<file path="config.mk">
export PLATFORM = sky130hd
export DESIGN_NAME = alu_mul_seq
export DESIGN_NICKNAME = d
export VERILOG_FILES = /design/src/rtl/alu_pkg.sv /design/src/rtl/alu_port_mux.sv /design/src/rtl/alu_mul_seq.sv
export SDC_FILE = /design/constraint.sdc
export NUM_CORES = 1
export LEC_CHECK = 0
export BUFFER_PORTS_ARGS = -buffer_cell sky130_fd_sc_hd__buf_2
export CORE_ASPECT_RATIO = 0.75
export CORE_UTILIZATION = 46
export DETAILED_ROUTE_END_ITERATION = 7
export PLACE_DENSITY = 0.81
export REMOVE_ABC_BUFFERS = 1
export SLEW_MARGIN = 25
export SYNTH_ARGS = -nofsm -noshare
export SYNTH_HDL_FRONTEND = slang
export SYNTH_HIERARCHICAL = 1
export SYNTH_SLANG_ARGS = --single-unit
</file>
<file path="constraint.sdc">
create_clock -name clk -period 2.1 [get_ports clk]
set_clock_uncertainty 0.2 [all_clocks]
set_input_delay 0.42 -clock clk [delete_from_list [all_inputs] [get_ports clk]]
set_output_delay 0.42 -clock clk [all_outputs]
set_load 0.05 [all_outputs]
</file>
<file path="src/rtl/alu_pkg.sv">
// Shared ALU definitions: opcode encoding, datapath width and multiplier sequencer states.
package alu_pkg;

  localparam int ALU_W = 16;

  typedef enum logic [3:0] {
    ALU_ADD   = 4'd0,
    ALU_SUB   = 4'd1,
    ALU_AND   = 4'd2,
    ALU_OR    = 4'd3,
    ALU_XOR   = 4'd4,
    ALU_CMP   = 4'd5,
    ALU_ADDNF = 4'd6,
    ALU_SLL   = 4'd8,
    ALU_ROT   = 4'd9,
    ALU_SRL   = 4'd10,
    ALU_SRA   = 4'd11
  } alu_op_e;

  typedef enum logic [1:0] {
    IDLE = 2'd0,
    RUN  = 2'd1,
    DONE = 2'd2
  } mul_state_e;

endpackage

</file>
<file path="src/rtl/alu_port_mux.sv">
// Operand/opcode mux in front of the shared ALU; the core always has priority over the sequencer.
module alu_port_mux
  import alu_pkg::*;
#(
  parameter int W = ALU_W
) (
  input  logic         core_req,
  input  logic [3:0]   core_op,
  input  logic [W-1:0] core_a,
  input  logic [W-1:0] core_b,
  input  logic [3:0]   seq_op,
  input  logic [W-1:0] seq_a,
  input  logic [W-1:0] seq_b,
  output logic [3:0]   alu_op,
  output logic [W-1:0] alu_a,
  output logic [W-1:0] alu_b
);

  assign alu_op = core_req ? core_op : seq_op;
  assign alu_a  = core_req ? core_a  : seq_a;
  assign alu_b  = core_req ? core_b  : seq_b;

endmodule

</file>
<file path="src/rtl/alu_mul_seq.sv">
// 16x16 shift-add multiplier that borrows the shared ALU for its add steps, yielding to the core.
// Optional build macro ALU_MUL_SIGNED_EN adds the is_signed input for two's-complement products.
module alu_mul_seq
  import alu_pkg::*;
#(
  parameter int W     = 16,
  parameter int ITERS = 16
) (
  input  logic         clk,
  input  logic         rst_n,
`ifdef ALU_MUL_SIGNED_EN
  input  logic         is_signed,
`endif
  input  logic         start,
  input  logic [W-1:0] src_a,
  input  logic [W-1:0] src_b,
  output logic         ready,
  output logic         done,
  output logic [W-1:0] prod_hi,
  output logic [W-1:0] prod_lo,
  input  logic         core_req,
  input  logic [3:0]   core_op,
  input  logic [W-1:0] core_a,
  input  logic [W-1:0] core_b,
  output logic [3:0]   alu_op,
  output logic [W-1:0] alu_a,
  output logic [W-1:0] alu_b,
  input  logic [W-1:0] alu_res,
  input  logic         alu_c,
  input  logic         alu_s,
  input  logic         alu_v
);

  localparam int CW = $clog2(ITERS);

  mul_state_e     state_q, state_d;
  logic [W-1:0]   mcand_q;
  logic [W-1:0]   hi_q, lo_q;
  logic [CW-1:0]  count_q;
  logic           sgn;

  logic           mbit, in_run, alu_step, step, last, sin;
  logic [W-1:0]   sum, hi_d, lo_d;
  alu_op_e        seq_op;
  logic [W-1:0]   seq_a, seq_b;

  assign mbit     = lo_q[0];
  assign in_run   = (state_q == RUN);
  assign alu_step = in_run & mbit;
  // A step needing the ALU waits while the core holds it; zero bits never wait.
  assign step     = in_run & (~mbit | ~core_req);
  assign last     = (count_q == CW'(ITERS - 1));

  // Signed mode subtracts on the final multiplier bit, which carries negative weight.
  assign seq_op = (alu_step && sgn && last) ? ALU_SUB : ALU_ADD;
  assign seq_a  = alu_step ? hi_q    : '0;
  assign seq_b  = alu_step ? mcand_q : '0;

  assign sum  = mbit ? alu_res : hi_q;
  assign sin  = sgn ? (alu_step ? (alu_s ^ alu_v) : hi_q[W-1])
                    : (alu_step & alu_c);
  assign hi_d = {sin, sum[W-1:1]};
  assign lo_d = {sum[0], lo_q[W-1:1]};

  alu_port_mux #(.W(W)) u_mux (
    .core_req (core_req),
    .core_op  (core_op),
    .core_a   (core_a),
    .core_b   (core_b),
    .seq_op   (seq_op),
    .seq_a    (seq_a),
    .seq_b    (seq_b),
    .alu_op   (alu_op),
    .alu_a    (alu_a),
    .alu_b    (alu_b)
  );

  always_comb begin
    state_d = state_q;
    case (state_q)
      IDLE:    if (start) state_d = RUN;
      RUN:     if (step && last) state_d = DONE;
      DONE:    state_d = IDLE;
      default: state_d = IDLE;
    endcase
  end

  always_ff @(posedge clk or negedge rst_n) begin
    if (!rst_n) state_q <= IDLE;
    else        state_q <= state_d;
  end

`ifdef ALU_MUL_SIGNED_EN
  logic sgn_q;
  always_ff @(posedge clk or negedge rst_n) begin
    if (!rst_n)                         sgn_q <= 1'b0;
    else if (state_q == IDLE && start)  sgn_q <= is_signed;
  end
  assign sgn = sgn_q;
`else
  assign sgn = 1'b0;
`endif

  always_ff @(posedge clk or negedge rst_n) begin
    if (!rst_n) begin
      mcand_q <= '0;
      hi_q    <= '0;
      lo_q    <= '0;
      count_q <= '0;
    end else if (state_q == IDLE && start) begin
      mcand_q <= src_a;
      hi_q    <= '0;
      lo_q    <= src_b;
      count_q <= '0;
    end else if (step) begin
      hi_q    <= hi_d;
      lo_q    <= lo_d;
      count_q <= count_q + CW'(1);
    end
  end

  assign ready   = (state_q == IDLE);
  assign done    = (state_q == DONE);
  assign prod_hi = hi_q;
  assign prod_lo = lo_q;

endmodule

</file>
---- Word-level counts from Yosys, hierarchy flattened ----
Cells that the tools add are included.
storage, ports and cells
  bits in registers ....................... 54
  bits of input ports ..................... 91
  output and inout bits ................... 70
cells by class
  add/subtract/negate cells ............... 1
  equal/unequal tests ..................... 5
  mux-type cells .......................... 15
  bitwise logic cells ..................... 6
  reductions and logical operators ........ 5
operator list
  cell                   count
  $mux W16               9
  $mux W4                3
  $add A4 B1 Y4 const B  1
  $eq A4 B4 Y1 const B   1
  $mux W2                2
  $pmux W2 S2            1
  $and A1 B1 Y1          3
  $eq A2 B1 Y1 const B   1
  $eq A2 B2 Y1 const B   1
  $logic_and A1 B1 Y1    2
  $logic_not A2 Y1       1
  $ne A2 B1 Y1 const B   1
  $ne A2 B2 Y1 const B   1
  $not A1 Y1             2
  $reduce_and A2 Y1      1
  $reduce_bool A2 Y1     1
  $or A1 B1 Y1           1

---- Depth between registers and ports, before layout ----
Gate-level depths: netlist (run 1).
  depth in word-level cells ............... 6
  depth in mapped cells ................... 5
  depth with buffers taken out ............ 4

---- Hierarchy ----
The synthesis (run 1) kept the hierarchy.
by module, submodules not included
  module        instances  cells an instance  area an instance (um^2)
  alu_mul_seq   1          243                2580.0
  alu_port_mux  1          40                 589.3

---- Least setup slack after synthesis (run 1) ----
No wires, ideal clock.
  path type ............................... reg2out
  start point ............................. reg lo_q[0] (netlist: prod_lo[0])
  end point ............................... out alu_b[13]
  arrival ................................. 1794 ps
  slack ................................... -314 ps
  cell stages (with the launch flop) ...... 6
  cell sequence ........................... dfrtp_1 > buf_2 > buf_2 > clkbuf_1 > and3_1 > mux2_2
on the way
  longest elaborated chain between the ends .. 3
RTL lines
  item                    RTL line            RTL
  start, declared         alu_mul_seq.sv:38   logic [W-1:0] hi_q, lo_q;
  start signal, assigned  alu_mul_seq.sv:113  lo_q <= src_b;
  start signal, assigned  alu_mul_seq.sv:117  lo_q <= lo_d;
  $and A1 B1 Y1           alu_mul_seq.sv:49   assign alu_step = in_run & mbit;
  $mux W16                alu_mul_seq.sv:57   assign seq_b = alu_step ? mcand_q : '0;
  named net seq_b[13]     alu_mul_seq.sv:45   logic [W-1:0] seq_a, seq_b;
  $mux W16                alu_port_mux.sv:21  assign alu_b = core_req ? core_b : seq_b;
  end, declared           alu_mul_seq.sv:27   output logic [W-1:0] alu_b,
The timed path passes the listed nets, and every way through them passes these cells.

---- Final worst setup path (run 1) ----
  start point ............................. reg state_q[0]
  end point ............................... out alu_b[4]
on the way
  longest elaborated chain between the ends .. 4
RTL lines
  item                    RTL line            RTL
  start, declared         alu_mul_seq.sv:36   mul_state_e state_q, state_d;
  start signal, assigned  alu_mul_seq.sv:90   else state_q <= state_d;
  $eq A2 B1 Y1            alu_mul_seq.sv:48   assign in_run = (state_q == RUN);
  $and A1 B1 Y1           alu_mul_seq.sv:49
  $mux W16                alu_mul_seq.sv:57
  named net seq_b[4]      alu_mul_seq.sv:45
  $mux W16                alu_port_mux.sv:21
The timed path passes the listed nets, and every way through them passes these cells.

==> results of run 1 <==
[worst min path at each step]
| stage | end | slack, ps | depth (start not counted) |
|---|---|---|---|
| 2_1_floorplan | count_q[0] | -80 | 0 |
| 3_5_place_dp | mcand_q[0] | 240 | 2 |
| 3_3_place_gp | mcand_q[0] | 250 | 2 |
| 6_report | mcand_q[9] | 110 | 3 |
| 4_1_cts | mcand_q[1] | 100 | 3 |
| 5_1_grt | mcand_q[12] | 100 | 3 |
[registers in the layout (all words and copies together) (netlist names)]
name,count
prod_hi,16
prod_lo,16
count_q,4
mcand_q,16
state_q,2
[kinds of logic (layout without fill, tap and decap cells)]
| logic type | count (synthesis) | after routing | synth area share (%) |
|---|---|---|---|
| and+or+nand+nor | 112 | 112 | 18.1 |
| AOI/OAI and AO/OA | 36 | 36 | 10.7 |
| buffers and inverters | 24 | 186 | 5.57 |
| adders and majority gates | 1 | 1 | 0.395 |
| DFF | 54 | 54 | 42.6 |
| muxes | 55 | 55 | 22.4 |
| other | 1 | 4 | 0.118 |
[critical path: stages (launching register included)]
cell and delay, ps:
dfrtp_1 390, nor2b_4 140, buf_8 140, and3_1 190, mux2_4 280, buf_6 160
[layer usage]
layer  track usage (%)  vias up  part of all wire (%)
met4              5.39        0                  0.46
li1                  -     1340                     -
met5                 0        -                     0
met1              29.6     1385                    43
met3              3.71        4                   4.6
met2              44.0      106                    51
[repair_timing]
item	4_1_cts	5_1_grt
endpoints found under the hold margin	54	0
endpoints found under the setup margin	32	32
hold buffers	1	0
resized for setup	68	10
pin swaps	0	1
setup buffers	1	1
[synth_stat cells, drive strengths merged]
library cell,number,area [um2]
ha,1,12.5
a21oi,2,25.0
mux2i,17,170
nor2b,3,18.8
o21ai,1,5.00
a221o,16,160
or3b,1,8.76
nor2,1,3.75
nor3b,2,20.0
dfrtp,54,1350
buf,15,143
clkbuf,9,33.8
nand2,52,195
and3,33,206
a32o,1,10.0
nand2b,1,6.26
and2,16,100
mux2,38,541
nand3,3,15.0
a22o,1,8.76
conb,1,3.75
o2bb2ai,15,131
[power by group through the flow]
stage               registers (mW)  logic [mW]  clock network [mW]
floorplan                     2.90        1.93                   0
global placement              1.90        4.04                   0
detailed placement            1.92        4.15                   0
CTS                           1.92        4.36               0.858
global route                  1.99        4.68               0.894
finish                        1.93        4.43               0.838
[through the flow]
step                      utilization (%)  instance area [um2]
after CTS                            69.3                 4490
after detailed placement             63.5                 4110
after floorplan                         -                 3000
after global placement               63.5                 4110
final                                70.0                 4530
after global routing                 70.0                 4530
[cell type report]
cell class	count	area share [%]
multi-input cells	208	37.3
repair buffers	178	27.5
well taps	81	2.24
clock buffers	6	1.82
clock inverters	2	1.33
flip-flops and latches	54	29.8
==> flow_summary.toml, run 1 <==
[timing]
maxSlewHeadroom_pct = 46.3
fin_crit_ps = 2230
rsz0062_at_grt = "true"
drv_slew = 0
fin_ws_ps = -133
finalSetupViolations = 32
max_clock_freq_ghz = 0.448
hold_viol = 0
setup_tns_ps = -3670
tightest_slew_ps = 806
whs_ps = 105
fin_crit_sh_pct = 106

[yosys]
synthDistinctLibCells = 29
syn_avg_cell_area_um2 = 11.2
yosysWarnings = 6
syn-cell-area_um2 = 3170
synth_seq_cells = 54
seq_area_frac_synth_pct = 42.6
netlist_instances = 283

[worst_setup_path]
timing.reg2reg.setup_slack_ps = 70
crit_type = "flip-flop to primary output"
crit_path_max_fanout = 17
endpoint_kind = "primary output"
reg2reg_to = "prod_lo[15]"
startpoint = "state_q[0]"
rr_startpoint = "state_q[0]"
cp-endpoint = "alu_b[4]"
cp-start-kind = "flip-flop"
worstPathArrival_ps = 1610
cp.required_ps = 1480
r2r_cells = 7

[cts]
clock-sinks = 54
cts-buffers-inserted = 5
cts_buffer_depth = 2
clk_pin_slew_worst_paths_ps = 100
clk_latency_ps = 300
cts_tree = "yes"
cts-root-buf = "clkbuf_8"
htreeDepth = 2

[die]
chipWidth_um = 97.8
die_h_um = 73.9
fp-row-count = 25
dieArea_um2 = 7230
core_um2 = 6470
pin_count = 161
start_util_pct = 48.9

[drt]
first_iter_violations = 137
ant_nets = 0
viasPerCell = 5.36
drc = 26
dr.pass1.iters = 6
wl_um = 8690
wire_per_inst_um = 16.4
vias = 2835

[finish]
layout_common_cells = "buf_2, dfrtp_1, nand2_1"
multiInputGateArea_um2 = 1690
final_cells = 529
final_layout_size_suffix_gt1_share_pct = 51.6
fin_nets = 539
fillers = 478
area_delta_synth_final_pct = 43.0
antenna_cells = 0
final_common_cell = "buf_2"
final-seq-area_um2 = 1350

[hold_path]
min_from = "src_a[9]"
min_path_type = "input pin to flip-flop"

[global_route]
first_global_vias = 2763
grt_max_degree = 55
grt_pass1_wl_um = 13400
overflow = 0
grt_usage_pct = 23.8
antenna_found_initial = 0

[pwr]
p_sw_mw = 3.51
seq_power_share_pct = 26.8
power_frac_clock_pct = 11.6
total_power_mw = 7.20
power_switching_share_pct = 48.7
p_leak_nw = 2.48
pwr-share-comb_pct = 61.6
p_int_mw = 3.69
peakVddDrop_mv = 0.889
powerDensity_nw_per_um2 = 1590

[outcome]
outcome = "finished, violations left"
violations = "design-rule violations, negative setup slack"

[placement]
io_buffers = 158
place.gp.congestion = 0.781
placedCellCount = 518
pre_cts_ws_ps = 103
hpwl_um = 5830

[run]
cap_violations = 0
No activity file was read; power rests on OpenSTA's default activity.
==> run 2, diff against run 1 <==
MAX_ROUTING_LAYER = met4   (was unset)
==> run 2 against run 1 <==
Effect of this change: the flow still finishes with violations (design-rule violations, negative setup slack); combinational power barely moved; sequential power is essentially flat; global-route usage rose by 0.79 points; clock power about the same; critical endpoint unchanged; largest power group unchanged; routed wire length is essentially flat; register-to-register slack is essentially flat; highest routed layer unchanged; first-iteration DRC count down 20%; core utilization did not move.
==> flow_summary.toml, run 2 (same netlist as run 1, synthesis figures left out) <==
[hold_path]
hold-path-cell-count = 3
min_path_type = "input pin to flip-flop"

[finish]
final_common_cell = "buf_2"
final_cells = 529
final_layout_size_suffix_gt1_share_pct = 51.6
antenna_cells = 0
area_delta_synth_final_pct = 43.0
layout_common_cells = "buf_2, dfrtp_1, nand2_1"
fin_nets = 539

[global_route]
antenna_found_initial = 0
grt_max_degree = 55
first_global_vias = 2765
grt_usage_pct = 24.6
overflow = 0
grt_pass1_wl_um = 13500

[cts]
cts_tree = "yes"
cts-root-buf = "clkbuf_8"
clk_latency_ps = 300
clk_pin_slew_worst_paths_ps = 100
htreeDepth = 2
clock-sinks = 54
cts_buffer_depth = 2
cts-buffers-inserted = 5

[placement]
hpwl_um = 5830
place.gp.congestion = 0.792
placedCellCount = 518
pre_cts_ws_ps = 103
io_buffers = 158

[worst_setup_path]
cpMaxStageDelayCell = "dfrtp_1"
cp-start-kind = "flip-flop"
endpoint_kind = "primary output"
cp_top_family = "flip-flops"
slowest_delay_ps = 390
crit_type = "flip-flop to primary output"
crit_chain = "nor2b_4, buf_8, and3_1, mux2_4, buf_6"
cp_num_cells = 5
crit_path_max_fanout = 17
r2r_cells = 7
cp_num_buf_inv = 2
worstPathArrival_ps = 1610
cp.required_ps = 1480

[drt]
ant_nets = 0
first_iter_violations = 110
dr.pass1.iters = 6
vias = 2843
viasPerCell = 5.37
wl_um = 8700
drc = 26
wire_per_inst_um = 16.4

[timing]
rsz0062_at_grt = "true"
fin_ws_ps = -133
maxSlewHeadroom_pct = 46.0
fin_crit_sh_pct = 106
drv_slew = 0
hold_viol = 0
max_clock_freq_ghz = 0.448
finalSetupViolations = 32
tightest_slew_ps = 810
fin_crit_ps = 2230

[die]
chipWidth_um = 97.8
pin_count = 161
start_util_pct = 48.9
dieArea_um2 = 7230
core_um2 = 6470
die_h_um = 73.9
fp-row-count = 25

[pwr]
powerDensity_nw_per_um2 = 1590
p_leak_nw = 2.48
peakVddDrop_mv = 0.887

[outcome]
violations = "design-rule violations, negative setup slack"
outcome = "finished, violations left"

[run]
cap_violations = 0
-- run 2: tightest hold or removal path, stage by stage --
cell	delay, ps
buf_2	70
nand2_1	40
nand2_1	50
-- run 2: area by class of cell --
cell class | instances | area (um2)
clock buffers | 6 | 82.6
clock inverters | 2 | 60.1
fillers | 478 | 1940
flip-flops and latches | 54 | 1350
repair buffers | 178 | 1250
well taps | 81 | 101
multi-input cells | 208 | 1690
-- run 2: worst paths after layout --
path	slack [ps]	to	startpoint
worst min-delay path	110	mcand_q[9]	src_a[9]
worst min register to register	280	mcand_q[4]	mcand_q[4]
max in group asynchronous	980	prod_lo[0]	rst_n
worst max-delay path	-130	alu_b[4]	state_q[0]
min in group asynchronous	470	mcand_q[0]	rst_n
worst max register to register	70	prod_lo[15]	state_q[0]
-- run 2: power breakdown --
group	total (mW)	internal, mW	switching (mW)
registers	1.93	1.53	0.394
logic	4.43	1.65	2.78
clock network	0.838	0.508	0.330
-- run 2: routing by layer --
| metal | vias up | global-route usage, % | share of wire [%] |
|---|---|---|---|
| met5 | - | - | 0 |
| met4 | 0 | 5.39 | 0.49 |
| met3 | 4 | 3.71 | 4.7 |
| met2 | 105 | 44.4 | 51 |
| met1 | 1390 | 29.5 | 43 |
| li1 | 1344 | - | - |
-- run 2: through the flow --
| stage | hold WS (ps) | util, % | setup TNS [ps] | power (mW) | area, um2 |
|---|---|---|---|---|---|
| floorplan | -75.6 | - | -42970 | 4.83 | 3000 |
| global placement | 247 | 63.5 | 0 | 5.95 | 4110 |
| detailed placement | 241 | 63.5 | 0 | 6.07 | 4110 |
| CTS | 96.7 | 69.3 | -3380 | 7.14 | 4490 |
| global route | 104 | 70.0 | -5030 | 7.56 | 4530 |
| finish | 105 | 70.0 | -3660 | 7.19 | 4530 |
-- run 2: timing repair --
action | CTS | global route
resized for setup | 68 | 10
pin swaps | 0 | 1
endpoints found under the setup margin | 32 | 32
endpoints found under the hold margin | 54 | 0
hold buffers | 1 | 0
buffers inserted | 1 | 1
